**src/rtl/uart_pkg.sv**
```systemverilog
// Shared UART definitions for the receive path (and a future transmitter).
//   rx_state_t           : receiver FSM states
//   DEFAULT_CLKS_PER_BIT : 50 MHz / 9600 baud
//   UART_DATA_BITS       : data bits per frame (8N1)
package uart_pkg;

  typedef enum logic [2:0] {
    WAIT_HIGH = 3'd0,
    IDLE      = 3'd1,
    START     = 3'd2,
    DATA      = 3'd3,
    STOP      = 3'd4
  } rx_state_t;

  localparam int DEFAULT_CLKS_PER_BIT = 5208;
  localparam int UART_DATA_BITS       = 8;

endpackage

```
**src/rtl/sync_2ff.sv**
```systemverilog
// Two-flop synchronizer for asynchronous inputs.
//   clk : sampling clock
//   rst : synchronous active-high reset, loads RST_VAL into both flops
//   d   : asynchronous input
//   q   : synchronized output (two clocks of latency)
module sync_2ff #(
  parameter int               WIDTH   = 1,
  parameter logic [WIDTH-1:0] RST_VAL = '1
) (
  input  logic             clk,
  input  logic             rst,
  input  logic [WIDTH-1:0] d,
  output logic [WIDTH-1:0] q
);

  logic [WIDTH-1:0] meta;

  always_ff @(posedge clk) begin
    if (rst) begin
      meta <= RST_VAL;
      q    <= RST_VAL;
    end else begin
      meta <= d;
      q    <= meta;
    end
  end

endmodule

```
**src/rtl/uart_rx_byte.sv**
```systemverilog
// 8N1 UART receiver, LSB first, oversampled by the system clock.
//   clk       : system clock
//   rst       : synchronous active-high reset
//   rx        : asynchronous serial line, idles high
//   datarx    : last good byte, held until the next good frame
//   rx_done   : one-cycle pulse when datarx is updated
//   frame_err : one-cycle pulse when the stop bit is sampled low
//   busy      : high whenever the FSM is not in IDLE (including WAIT_HIGH)
module uart_rx_byte
  import uart_pkg::*;
#(
  parameter int CLKS_PER_BIT = DEFAULT_CLKS_PER_BIT
) (
  input  logic                      clk,
  input  logic                      rst,
  input  logic                      rx,
  output logic [UART_DATA_BITS-1:0] datarx,
  output logic                      rx_done,
  output logic                      frame_err,
  output logic                      busy
);

  localparam int CNT_W = $clog2(CLKS_PER_BIT);
  localparam logic [CNT_W-1:0] HALF_M1 = CNT_W'(CLKS_PER_BIT / 2 - 1);
  localparam logic [CNT_W-1:0] FULL_M1 = CNT_W'(CLKS_PER_BIT - 1);
  localparam logic [2:0]       LAST_BIT = 3'(UART_DATA_BITS - 1);

  logic                      rx_s;
  rx_state_t                 state;
  rx_state_t                 state_nxt;
  logic [CNT_W-1:0]          cnt;
  logic [2:0]                bit_idx;
  logic [UART_DATA_BITS-1:0] shreg;
  logic                      bit_end;
  logic                      half_end;

  // Input synchronizer: idles high so reset never looks like a start edge
  sync_2ff #(
    .WIDTH   (1),
    .RST_VAL (1'b1)
  ) u_sync_rx (
    .clk (clk),
    .rst (rst),
    .d   (rx),
    .q   (rx_s)
  );

  assign half_end = (cnt == HALF_M1);
  assign bit_end  = (cnt == FULL_M1);
  assign busy     = (state != IDLE);

  always_comb begin
    state_nxt = state;
    case (state)
      WAIT_HIGH: if (rx_s) state_nxt = IDLE;
      IDLE:      if (!rx_s) state_nxt = START;
      START:     if (half_end) state_nxt = rx_s ? IDLE : DATA;
      DATA:      if (bit_end && bit_idx == LAST_BIT) state_nxt = STOP;
      // A low stop bit may be a break: wait for the line to go high again
      STOP:      if (bit_end) state_nxt = rx_s ? IDLE : WAIT_HIGH;
      default:   state_nxt = WAIT_HIGH;
    endcase
  end

  always_ff @(posedge clk) begin
    if (rst) begin
      state     <= WAIT_HIGH;
      cnt       <= '0;
      bit_idx   <= '0;
      shreg     <= '0;
      datarx    <= '0;
      rx_done   <= 1'b0;
      frame_err <= 1'b0;
    end else begin
      state     <= state_nxt;
      rx_done   <= 1'b0;
      frame_err <= 1'b0;
      case (state)
        START: begin
          // Counting from the detected edge, half a bit lands mid start bit
          if (half_end) begin
            cnt     <= '0;
            bit_idx <= '0;
          end else begin
            cnt <= cnt + CNT_W'(1);
          end
        end
        DATA: begin
          if (bit_end) begin
            cnt     <= '0;
            shreg   <= {rx_s, shreg[UART_DATA_BITS-1:1]};
            bit_idx <= bit_idx + 3'd1;
          end else begin
            cnt <= cnt + CNT_W'(1);
          end
        end
        STOP: begin
          if (bit_end) begin
            cnt <= '0;
            if (rx_s) begin
              datarx  <= shreg;
              rx_done <= 1'b1;
            end else begin
              frame_err <= 1'b1;
            end
          end else begin
            cnt <= cnt + CNT_W'(1);
          end
        end
        default: cnt <= '0;
      endcase
    end
  end

endmodule

```
**config.mk**
```make
export PLATFORM = sky130hd
export DESIGN_NAME = uart_rx_byte
export DESIGN_NICKNAME = d
export VERILOG_FILES = /design/src/rtl/uart_pkg.sv /design/src/rtl/sync_2ff.sv /design/src/rtl/uart_rx_byte.sv
export SDC_FILE = /design/constraint.sdc
export NUM_CORES = 1
export LEC_CHECK = 0
export CAP_MARGIN = 0
export CELL_PAD_IN_SITES_DETAIL_PLACEMENT = 0
export CELL_PAD_IN_SITES_GLOBAL_PLACEMENT = 2
export CORE_UTILIZATION = 38
export CTS_CLUSTER_SIZE = 40
export DETAILED_ROUTE_END_ITERATION = 12
export GPL_TIMING_DRIVEN = 0
export PLACE_DENSITY_LB_ADDON = 0.1
export SLEW_MARGIN = 20
export SYNTH_ARGS = -nofsm -noshare
export SYNTH_HDL_FRONTEND = slang
export SYNTH_SLANG_ARGS = --single-unit
```
**constraint.sdc**
```tcl
create_clock -name clk -period 4.6 [get_ports clk]
set_clock_uncertainty 0.15 [all_clocks]
set_input_delay 1.38 -clock clk [delete_from_list [all_inputs] [get_ports clk]]
set_output_delay 1.38 -clock clk [all_outputs]
set_load 0.1 [all_outputs]
```
* Word-level counts from Yosys, hierarchy flattened
Cells that the tools add are included.
** Operators by class
- Multiply operators :: 0
- Shifts and indexed selects :: 0
- $lt $le $gt $ge :: 0
- Divide/modulo/power cells :: 0
- Bitwise gates (word level) :: 2
- Reductions and logical operators :: 9
- Equality and inequality tests :: 14
- Muxes and demuxes :: 16
- Add/sub/neg operators :: 2
** Operators with widths (count)
- $mux 13 :: 2
- $pmux 13 s2 :: 1
- $mux 3 :: 7
- $pmux 3 s5 :: 1
- $add 13x1->13 const B :: 1
- $eq 13x12->1 const B :: 1
- $eq 13x13->1 const B :: 1
- $ne 2x2->1 const B :: 5
- $eq 3x2->1 const B :: 2
- $eq 3x3->1 const B :: 2
- $pmux 3 s2 :: 1
- $reduce_and 3->1 :: 2
- $reduce_and 5->1 :: 1
- $add 3x1->3 const B :: 1
- $eq 3x1->1 const B :: 1
- $logic_not 3->1 :: 1
- $mux 1 :: 3
- $ne 3x1->1 const B :: 1
- $reduce_or 3->1 :: 1
- $mux 2 :: 1
- $ne 2x1->1 const B :: 1
- $not 1->1 :: 2
- $reduce_and 2->1 :: 1
- $reduce_bool 2->1 :: 1
- 2 further kinds :: 2
** Word-level totals
- Bits in writable memories :: 0
- Memory bits (read-only) :: 0
- Bits in latches :: 0
- Register bits :: 39
- Output and inout port bits :: 11
- Memories :: 0

* Logic depth before layout (Yosys ltp)
Gate-level depths: netlist of run 1.
- Word-level depth :: 4
- Gate-level depth with buffers :: 8
- Depth with buffers taken out :: 7

* Modules after synthesis
Synthesis of run 1 repeated with hierarchy kept, for this count alone.
** Second synthesis, totals
- Cells, all modules :: 191
- Area, all modules :: 1799.2 µm²
** Modules (own cells, without submodules)
- uart_rx_byte :: seq. area each 740.7 µm², cells an instance 187, area an instance 1746.7 µm², instances 1
- sync_2ff :: seq. area each 40.0 µm², cells an instance 4, area an instance 52.6 µm², instances 1

* Least setup slack after synthesis of run 1
No wires, ideal clock.
- Kind :: flip-flop to output port
- Start :: register state[0]
- End :: output busy
- Data required time :: 3.070 ns
- Cell stages (with the launch flop) :: 4
- Buffers on the path :: 0
- Setup slack :: 1.969 ns
- Data arrival time :: 1.101 ns
- Path through :: dfxtp_1 > inv_1 > nor2_1 > nand2_1
** Between the ends
- Cells in the longest elaborated chain, start to end :: 1
** RTL lines
- from (decl) :: RTL line uart_rx_byte.sv:29 : rx_state_t state;
- from (signal assigned) :: RTL line uart_rx_byte.sv:75 : state <= state_nxt;
- $ne 3x1->1 :: RTL line uart_rx_byte.sv:50 : assign busy = (state != IDLE);
- to (decl) :: RTL line uart_rx_byte.sv:20 : output logic busy
Every way passes these cells.

* Worst setup path in the final report of run 1
Ends and elaborated chain as after synthesis.

==> results of run 1 <==
==> state kept, by name, indices dropped and copies added (netlist names) <==
| register | cells |
|---|---|
| state | 3 |
| u_sync_rx.meta | 1 |
| cnt | 13 |
| bit_idx | 3 |
| frame_err | 1 |
| rx_done | 1 |
| shreg | 8 |
| u_sync_rx.q | 1 |
| datarx | 8 |
==> area by class of cell <==
type / count / area, um^2
fill: 407 / 2180
multi-input combinational: 137 / 876
sequential: 39 / 781
timing repair buffer: 12 / 120
clock buffer: 6 / 82.6
tap: 50 / 62.6
buffer: 6 / 27.5
inverter: 3 / 11.3
clock inverter: 1 / 5.00
==> worst paths after layout <==
kind | from | end | slack [ns]
setup reg to reg | cnt[0]$_SDFF_PP0_ | datarx[4]$_SDFFE_PP0P_ | 2.09
setup / recovery | state[0]$_SDFFE_PP0P_ | busy | 1.06
hold reg to reg | u_sync_rx.meta$_SDFF_PP1_ | u_sync_rx.q$_SDFF_PP1_ | 0.27
hold / removal | u_sync_rx.meta$_SDFF_PP1_ | u_sync_rx.q$_SDFF_PP1_ | 0.27
==> worst max-delay path, cell delays in order (launching register included) <==
cell	delay, ns
sky130_fd_sc_hd__dfxtp_1	0.34
sky130_fd_sc_hd__inv_1	0.12
sky130_fd_sc_hd__nor2_1	0.07
sky130_fd_sc_hd__nand2_1	0.07
sky130_fd_sc_hd__clkdlybuf4s50_1	1.12
==> layer usage <==
| layer | GRT usage (%) | share of wire (%) | routed length [um] |
|---|---|---|---|
| met1 | 22.1 | 52 | 1620 |
| met2 | 22.1 | 44 | 1400 |
| met3 | 3.95 | 2.9 | 91 |
| met4 | 5.36 | 1.1 | 34 |
| met5 | 0 | 0 | 0 |
==> through the flow <==
step | cells | utilization (%)
after floorplan | 185 | -
after global placement | 247 | 45.3
after detailed placement | 247 | 45.3
after CTS | 254 | 47.4
after global routing | 254 | 47.4
final | 254 | 47.4
==> logic make-up (layout without fill, tap and decap cells) <==
family	after synthesis	count (layout)	synth area share, %
adders and majority gates	3	3	2.21
muxes	16	16	9.45
buffers and inverters	9	28	2.29
DFF	39	39	46.1
AOI/OAI and AO/OA	16	16	6.64
and+or+nand+nor	91	91	27.7
xor gates and xnor gates	11	11	5.68
==> placed cells by master, fill, tap and decap left out, types with 2 or more instances in the layout <==
cell type                         instances
sky130_fd_sc_hd__a21oi_1                  4
sky130_fd_sc_hd__and3_1                   2
sky130_fd_sc_hd__clkbuf_1                 4
sky130_fd_sc_hd__clkbuf_8                 6
sky130_fd_sc_hd__clkdlybuf4s50_1         12
sky130_fd_sc_hd__dfxtp_1                 39
sky130_fd_sc_hd__ha_1                     3
sky130_fd_sc_hd__inv_1                    3
sky130_fd_sc_hd__mux2i_1                 16
sky130_fd_sc_hd__nand2_1                 12
sky130_fd_sc_hd__nand2b_1                 5
sky130_fd_sc_hd__nand3_1                  5
sky130_fd_sc_hd__nand3b_1                 2
sky130_fd_sc_hd__nand4_1                  4
sky130_fd_sc_hd__nand4bb_1                2
sky130_fd_sc_hd__nor2_1                  40
sky130_fd_sc_hd__nor2b_1                  2
sky130_fd_sc_hd__nor3_1                   3
sky130_fd_sc_hd__nor4_1                   2
sky130_fd_sc_hd__o21ai_0                  3
sky130_fd_sc_hd__or2_2                    2
sky130_fd_sc_hd__or4_1                    2
sky130_fd_sc_hd__xnor2_1                  5
sky130_fd_sc_hd__xor2_1                   6
==> power groups by stage <==
stage / Sequential (mW) / Clock (mW) / Combinational, mW
CTS: 0.364 / 0.234 / 0.160
global placement: 0.372 / 0 / 0.158
floorplan: 0.368 / 0 / 0.128
detailed placement: 0.372 / 0 / 0.159
global route: 0.367 / 0.249 / 0.176
finish: 0.365 / 0.225 / 0.159
==> results by group, run 1 <==
Run status
  – Status: finished clean

Timing
  – RSZ-0062 raised after global routing: no
  – Final setup violating endpoints: 0
  – Max Transition Viols Final: 0
  – Clock period minus final worst setup slack: 3.54 ns
  – Min setup slack post-route: 1.06 ns
  – Hold WS: 0.266 ns
  – Setup TNS: 0 ns
  – Achievable Freq: 282 MHz
  – Relative max-transition margin: 34.8%
  – Final Cycle Share: 77.0%
  – Number of hold violations in the final report: 0
  – Slew of the pin with the lowest slew margin: 0.975 ns

Worst setup path
  – Kind of launch point of the worst setup path: register
  – Worst Path Required: 3.07 ns
  – Worst r2r path cells: 6
  – Nature of the critical path endpoint: primary output
  – Maximum net fanout on the critical path: 4
  – Data arrival time of the critical path: 2.01 ns
  – Category of the critical setup timing path: register to primary output

Power and ir drop
  – Peak supply drop: 0.000204 V
  – Power per cell area: 381 nW/um^2
  – Fraction of power spent switching nets: 30.7%
  – Total design power: 0.749 mW
  – Power dissipated by switching net loads: 0.230 mW
  – Internal power: 0.519 mW
  – Leak Pwr: 0.767 nW
  – Fraction of power consumed by combinational cells: 21.3%
  – Clock power frac: 30.0%
  – Proportion of power drawn by flip-flops and latches: 48.8%

Floorplanning
  – Number of standard-cell rows in the floorplan: 23
  – Die Footprint: 4730 um^2
  – Boundary Pins: 14
  – Starting density of the core: 40.9%
  – DIE HEIGHT: 68.8 um
  – Width of the die: 68.8 um
  – Placeable Area: 4140 um^2

CTS
  – Insertion delay of the later-clocked pin in the worst-skew pair: 0.28 ns
  – Hold-fix buffer count after cts: 0
  – Clk sinks: 39
  – Setup bufs post-CTS: 0
  – H-tree levels: 2
  – Clock tree from TritonCTS: yes
  – Root buffer cell: sky130_fd_sc_hd__clkbuf_8
  – Post-CTS sizing: 0
  – Number of buffers created by CTS: 5
  – CTS clk-pin slew, worst paths: 0.07 ns
  – Clock Tree Buf Depth: 2

Synthesis
  – Most instantiated cells after synthesis: 40 x sky130_fd_sc_hd__nor2_1, 39 x sky130_fd_sc_hd__dfxtp_1, 16 x sky130_fd_sc_hd__mux2i_1, 12 x sky130_fd_sc_hd__nand2_1, 6 x sky130_fd_sc_hd__xor2_1
  – Area fraction of the dominant cell type after synthesis: 46.1%
  – Most instantiated flip-flop cell in the synthesis netlist: sky130_fd_sc_hd__dfxtp_1
  – Largest area contributor in the netlist: sky130_fd_sc_hd__dfxtp_1
  – Yosys warning count: 0
  – Number of instances in the synthesized netlist: 185
  – Number of library cell types mapped by synthesis: 41
  – Ranking of synthesized cells by area: sky130_fd_sc_hd__dfxtp_1 46%, sky130_fd_sc_hd__mux2i_1 9.4%, sky130_fd_sc_hd__nor2_1 8.9%, sky130_fd_sc_hd__xor2_1 3.1%, sky130_fd_sc_hd__nand2_1 2.7%
  – Syn Std Cell Area: 1700 um^2
  – Fraction of the yosys area taken by sequential cells: 46.1%
  – Fraction of registers with async set/reset: 0%
  – Seq cells post-synth: 39
  – Most frequent cell after synthesis: sky130_fd_sc_hd__nor2_1
  – Mean instance size in the synthesized netlist: 9.16 um^2
  – Number of enable flip-flop cells after synthesis: 0
  – Post-Syn Nets: 191

Placed design
  – Port-buffer cells: 12
  – Placer congestion estimate: 0.730
  – DP Area: 1880 um^2
  – Pre-CTS setup slack: 1.37 ns
  – Post-DP HPWL: 2330 um

Min path
  – Path class of the lowest-slack min-delay path: register to register
  – Count of cells along the worst hold path: 1

Finish
  – Number of diodes: 0
  – Synthesis-to-finish area growth: 15.9%
  – Final net count: 210
  – Proportion of layout cells with a drive suffix above 1: 7.84%
  – Non-Filler Cell Area, Final: 1970 um^2

GRT
  – Number of antenna violations at the first check in global routing: 0
  – Number of global-route vias before repair: 1155
  – First-pass GRT wire length: 5360 um
  – Pin count of the biggest net entering global routing: 12
  – GRT Total Usage: 15.4%
  – Total congestion overflow after global routing: 0

Routing
  – Via/cell ratio: 5.20
  – Number of design-rule violations left by the first detailed-router iteration: 36
  – Number of antenna-violating nets in the routed design: 0
  – First-pass DRT Iterations: 4
  – DRC viols: 0
  – Total detailed-routing wirelength: 3150 um
  – Routed via count: 1320
  – Routed len/inst: 12.4 um

Run
  – Number of max-cap violations: 0
No activity file was read; power rests on OpenSTA's default activity.
==> inputs of run 2 (changes only) <==
--- a/config.mk
+++ b/config.mk
@@ -8,7 +8,7 @@
 export CAP_MARGIN = 0
 export CELL_PAD_IN_SITES_DETAIL_PLACEMENT = 0
 export CELL_PAD_IN_SITES_GLOBAL_PLACEMENT = 2
-export CORE_UTILIZATION = 38
+export CORE_UTILIZATION = 35
 export CTS_CLUSTER_SIZE = 40
 export DETAILED_ROUTE_END_ITERATION = 12
 export GPL_TIMING_DRIVEN = 0
==> constraint.sdc (replaced) <==
create_clock -name clk -period 3.3 [get_ports clk]
set_clock_uncertainty 0.15 [all_clocks]
set_input_delay 0.99 -clock clk [delete_from_list [all_inputs] [get_ports clk]]
set_output_delay 0.99 -clock clk [all_outputs]
set_load 0.1 [all_outputs]
==> run 2 against run 1 <==
Compared with the run above: combinational power is 40% higher; via count decreased by 2.4%; sequential share of layout area rose by 0.076 points; die area up 8.3%; sequential cell count stayed put; cell count rose by 1.2%; clock power rose by 36%; non-clock buffer count did not move; global-route usage fell by 1.5 points; routed wire length grew 4.8%; sequential power is 39% higher; critical path type unchanged; largest power group unchanged; highest routed layer unchanged.
==> results by group, run 2 (same netlist as run 1, synthesis figures left out) <==
Finish
  – Proportion of layout cells with a drive suffix above 1: 7.32% (-0.53 points)
  – Largest Register: cnt
  – Number of diodes: 0 (unchanged)
  – Leading cell type in the layout, fill and taps excluded: sky130_fd_sc_hd__nor2_1
  – Max FFs per register: 13 (unchanged)
  – Synthesis-to-finish area growth: 15.7%
  – Largest registers: cnt (13), datarx (8), shreg (8)
  – Fill cell instance count of the final layout: 449 (+10%)
  – Final core occ: 43.6% (-3.9 points)
  – Area used by sequential logic in the layout: 781 um^2 (unchanged)
  – Top library cells by usage in the layout, fill and taps aside: 40 x sky130_fd_sc_hd__nor2_1, 39 x sky130_fd_sc_hd__dfxtp_1, 16 x sky130_fd_sc_hd__mux2i_1
  – Area of the multi-input gates: 876 um^2 (unchanged)
  – Non-Filler Cell Area, Final: 1960 um^2 (-0.19%)
  – Final net count: 210 (unchanged)

Worst setup path
  – Maximum net fanout on the critical path: 4 (unchanged)
  – Endpoint of the most critical setup path: busy
  – Worst Path Required: 2.16 ns (-0.91 ns)
  – Data arrival time of the critical path: 2.01 ns (about the same)
  – Nature of the critical path endpoint: primary output
  – Category of the critical setup timing path: register to primary output
  – Launch point of the critical path: state[0]$_SDFFE_PP0P_
  – Capture point of the worst reg-to-reg path: datarx[0]$_SDFFE_PP0P_
  – Worst r2r path cells: 6 (unchanged)
  – Reg-to-reg startpoint: cnt[0]$_SDFF_PP0_
  – Kind of launch point of the worst setup path: register
  – R2R Setup Slk: 0.79 ns (-1.30 ns)

Power and ir drop
  – Power per cell area: 529 nW/um^2 (+39%)
  – Power dissipated by switching net loads: 0.330 mW (+44%)
  – Fraction of power spent switching nets: 31.8% (+1.1 points)
  – Leak Pwr: 0.763 nW (-0.63%)
  – Clock power frac: 29.5% (-0.5 points)
  – Proportion of power drawn by flip-flops and latches: 49.0% (+0.2 points)
  – Internal power: 0.708 mW (+36%)
  – Peak supply drop: 0.000217 V (+6.4%)
  – Fraction of power consumed by combinational cells: 21.5% (+0.2 points)

Placed design
  – Post-DP HPWL: 2430 um (+4.4%)
  – DP Area: 1880 um^2 (+0.13%)
  – Placer congestion estimate: 0.779 (+6.6%)
  – Port-buffer cells: 12 (unchanged)

GRT
  – GRT Total Usage: 13.9% (-1.5 points)
  – Total congestion overflow after global routing: 0 (unchanged)
  – First-pass GRT wire length: 5550 um (+3.5%)
  – Number of global-route vias before repair: 1184 (+2.5%)
  – Pin count of the biggest net entering global routing: 12 (unchanged)
  – Number of antenna violations at the first check in global routing: 0 (unchanged)

Floorplanning
  – Starting density of the core: 37.6% (-3.3 points)
  – Number of standard-cell rows in the floorplan: 24 (+4.3%)
  – Width of the die: 71.6 um (+4.1%)
  – Placeable Area: 4500 um^2 (+8.7%)
  – DIE HEIGHT: 71.6 um (+4.1%)
  – Die Footprint: 5130 um^2 (+8.3%)
  – Boundary Pins: 14 (unchanged)

CTS
  – Clk sinks: 39 (unchanged)
  – Hold-fix buffer count after cts: 0 (unchanged)
  – H-tree levels: 2 (unchanged)
  – Post-CTS sizing: 0 (unchanged)
  – Clock tree from TritonCTS: yes
  – Insertion delay of the later-clocked pin in the worst-skew pair: 0.28 ns (about the same)
  – CTS clk-pin slew, worst paths: 0.07 ns (about the same)
  – Root buffer cell: sky130_fd_sc_hd__clkbuf_8
  – Number of buffers created by CTS: 5 (unchanged)
  – Setup bufs post-CTS: 0 (unchanged)
  – Clock Tree Buf Depth: 2 (unchanged)

Timing
  – Clock period minus final worst setup slack: 3.15 ns
  – Setup TNS: 0 ns (unchanged)
  – Number of hold violations in the final report: 0 (unchanged)
  – Max Transition Viols Final: 0 (unchanged)
  – RSZ-0062 raised after global routing: no
  – Final setup violating endpoints: 0 (unchanged)
  – Hold WS: 0.271 ns (+0.00432 ns)
  – Achievable Freq: 317 MHz
  – Final Cycle Share: 95.6%
  – Relative max-transition margin: 34.9% (+0.070 points)
  – Slew of the pin with the lowest slew margin: 0.974 ns (-0.00104 ns)

Routing
  – DRC viols: 0 (unchanged)
  – First-pass DRT Iterations: 4 (unchanged)
  – Routed len/inst: 12.9 um (+3.6%)
  – Number of antenna-violating nets in the routed design: 0 (unchanged)
  – Via/cell ratio: 5.01 (-3.6%)
  – Total detailed-routing wirelength: 3300 um (+4.8%)
  – Routed via count: 1288 (-2.4%)
  – Number of design-rule violations left by the first detailed-router iteration: 47 (+31%)

Run status
  – Status: finished clean

Run
  – Number of max-cap violations: 0 (unchanged)

Min path
  – Path class of the lowest-slack min-delay path: register to register
  – Hold path start: u_sync_rx.meta$_SDFF_PP1_
[run 2: cell count changes in the layout (fill, tap and decap cells not counted), sizes merged]
| cell | before | now |
|---|---|---|
| clkbuf | 10 | 11 |
[run 2: per-layer routing]
layer,vias up,GRT usage (%),share of wire (%)
li1,672,-,-
met1,593,19.2,52
met2,19,20.8,44
met3,4,3.38,3.0
met4,0,5.45,1.1
met5,-,0,0
[run 2: worst min path at each step]
stage	slack [ns]	end	cells past startpoint
2_1_floorplan	0.24	u_sync_rx.q$_SDFF_PP1_	1
3_3_place_gp	0.25	u_sync_rx.q$_SDFF_PP1_	1
3_5_place_dp	0.25	u_sync_rx.q$_SDFF_PP1_	1
4_1_cts	0.28	u_sync_rx.q$_SDFF_PP1_	1
5_1_grt	0.29	u_sync_rx.q$_SDFF_PP1_	1
6_report	0.27	u_sync_rx.q$_SDFF_PP1_	1
[run 2: power groups by stage]
stage,registers (mW),logic (mW),clock network [mW]
floorplan,0.514,0.178,0
global route,0.512,0.243,0.336
global placement,0.518,0.221,0
detailed placement,0.519,0.224,0
CTS,0.508,0.225,0.318
finish,0.509,0.223,0.306
[run 2: metrics by stage]
| step | setup WS (ns) | std cells | power [mW] |
|---|---|---|---|
| 2_1_floorplan | 1.05 | 185 | 0.692 |
| 3_3_place_gp | 0.466 | 249 | 0.739 |
| 3_5_place_dp | 0.455 | 249 | 0.744 |
| 4_1_cts | 0.136 | 257 | 1.05 |
| 5_1_grt | 0.0568 | 257 | 1.09 |
| 6_report | 0.146 | 257 | 1.04 |
[run 2: final cells by class]
| cell class | count | area share, % |
|---|---|---|
| multi-input combinational | 137 | 44.6 |
| inverter | 3 | 0.574 |
| sequential | 39 | 39.8 |
| buffer | 6 | 1.40 |
| clock inverter | 1 | 0.255 |
| tap | 52 | 3.32 |
| clock buffer | 7 | 3.89 |
| timing repair buffer | 12 | 6.12 |
[run 2: worst max-delay path, stage by stage, from the launching register on]
cell	delay, ns
sky130_fd_sc_hd__dfxtp_1	0.34
sky130_fd_sc_hd__inv_1	0.12
sky130_fd_sc_hd__nor2_1	0.08
sky130_fd_sc_hd__nand2_1	0.07
sky130_fd_sc_hd__clkdlybuf4s50_1	1.12
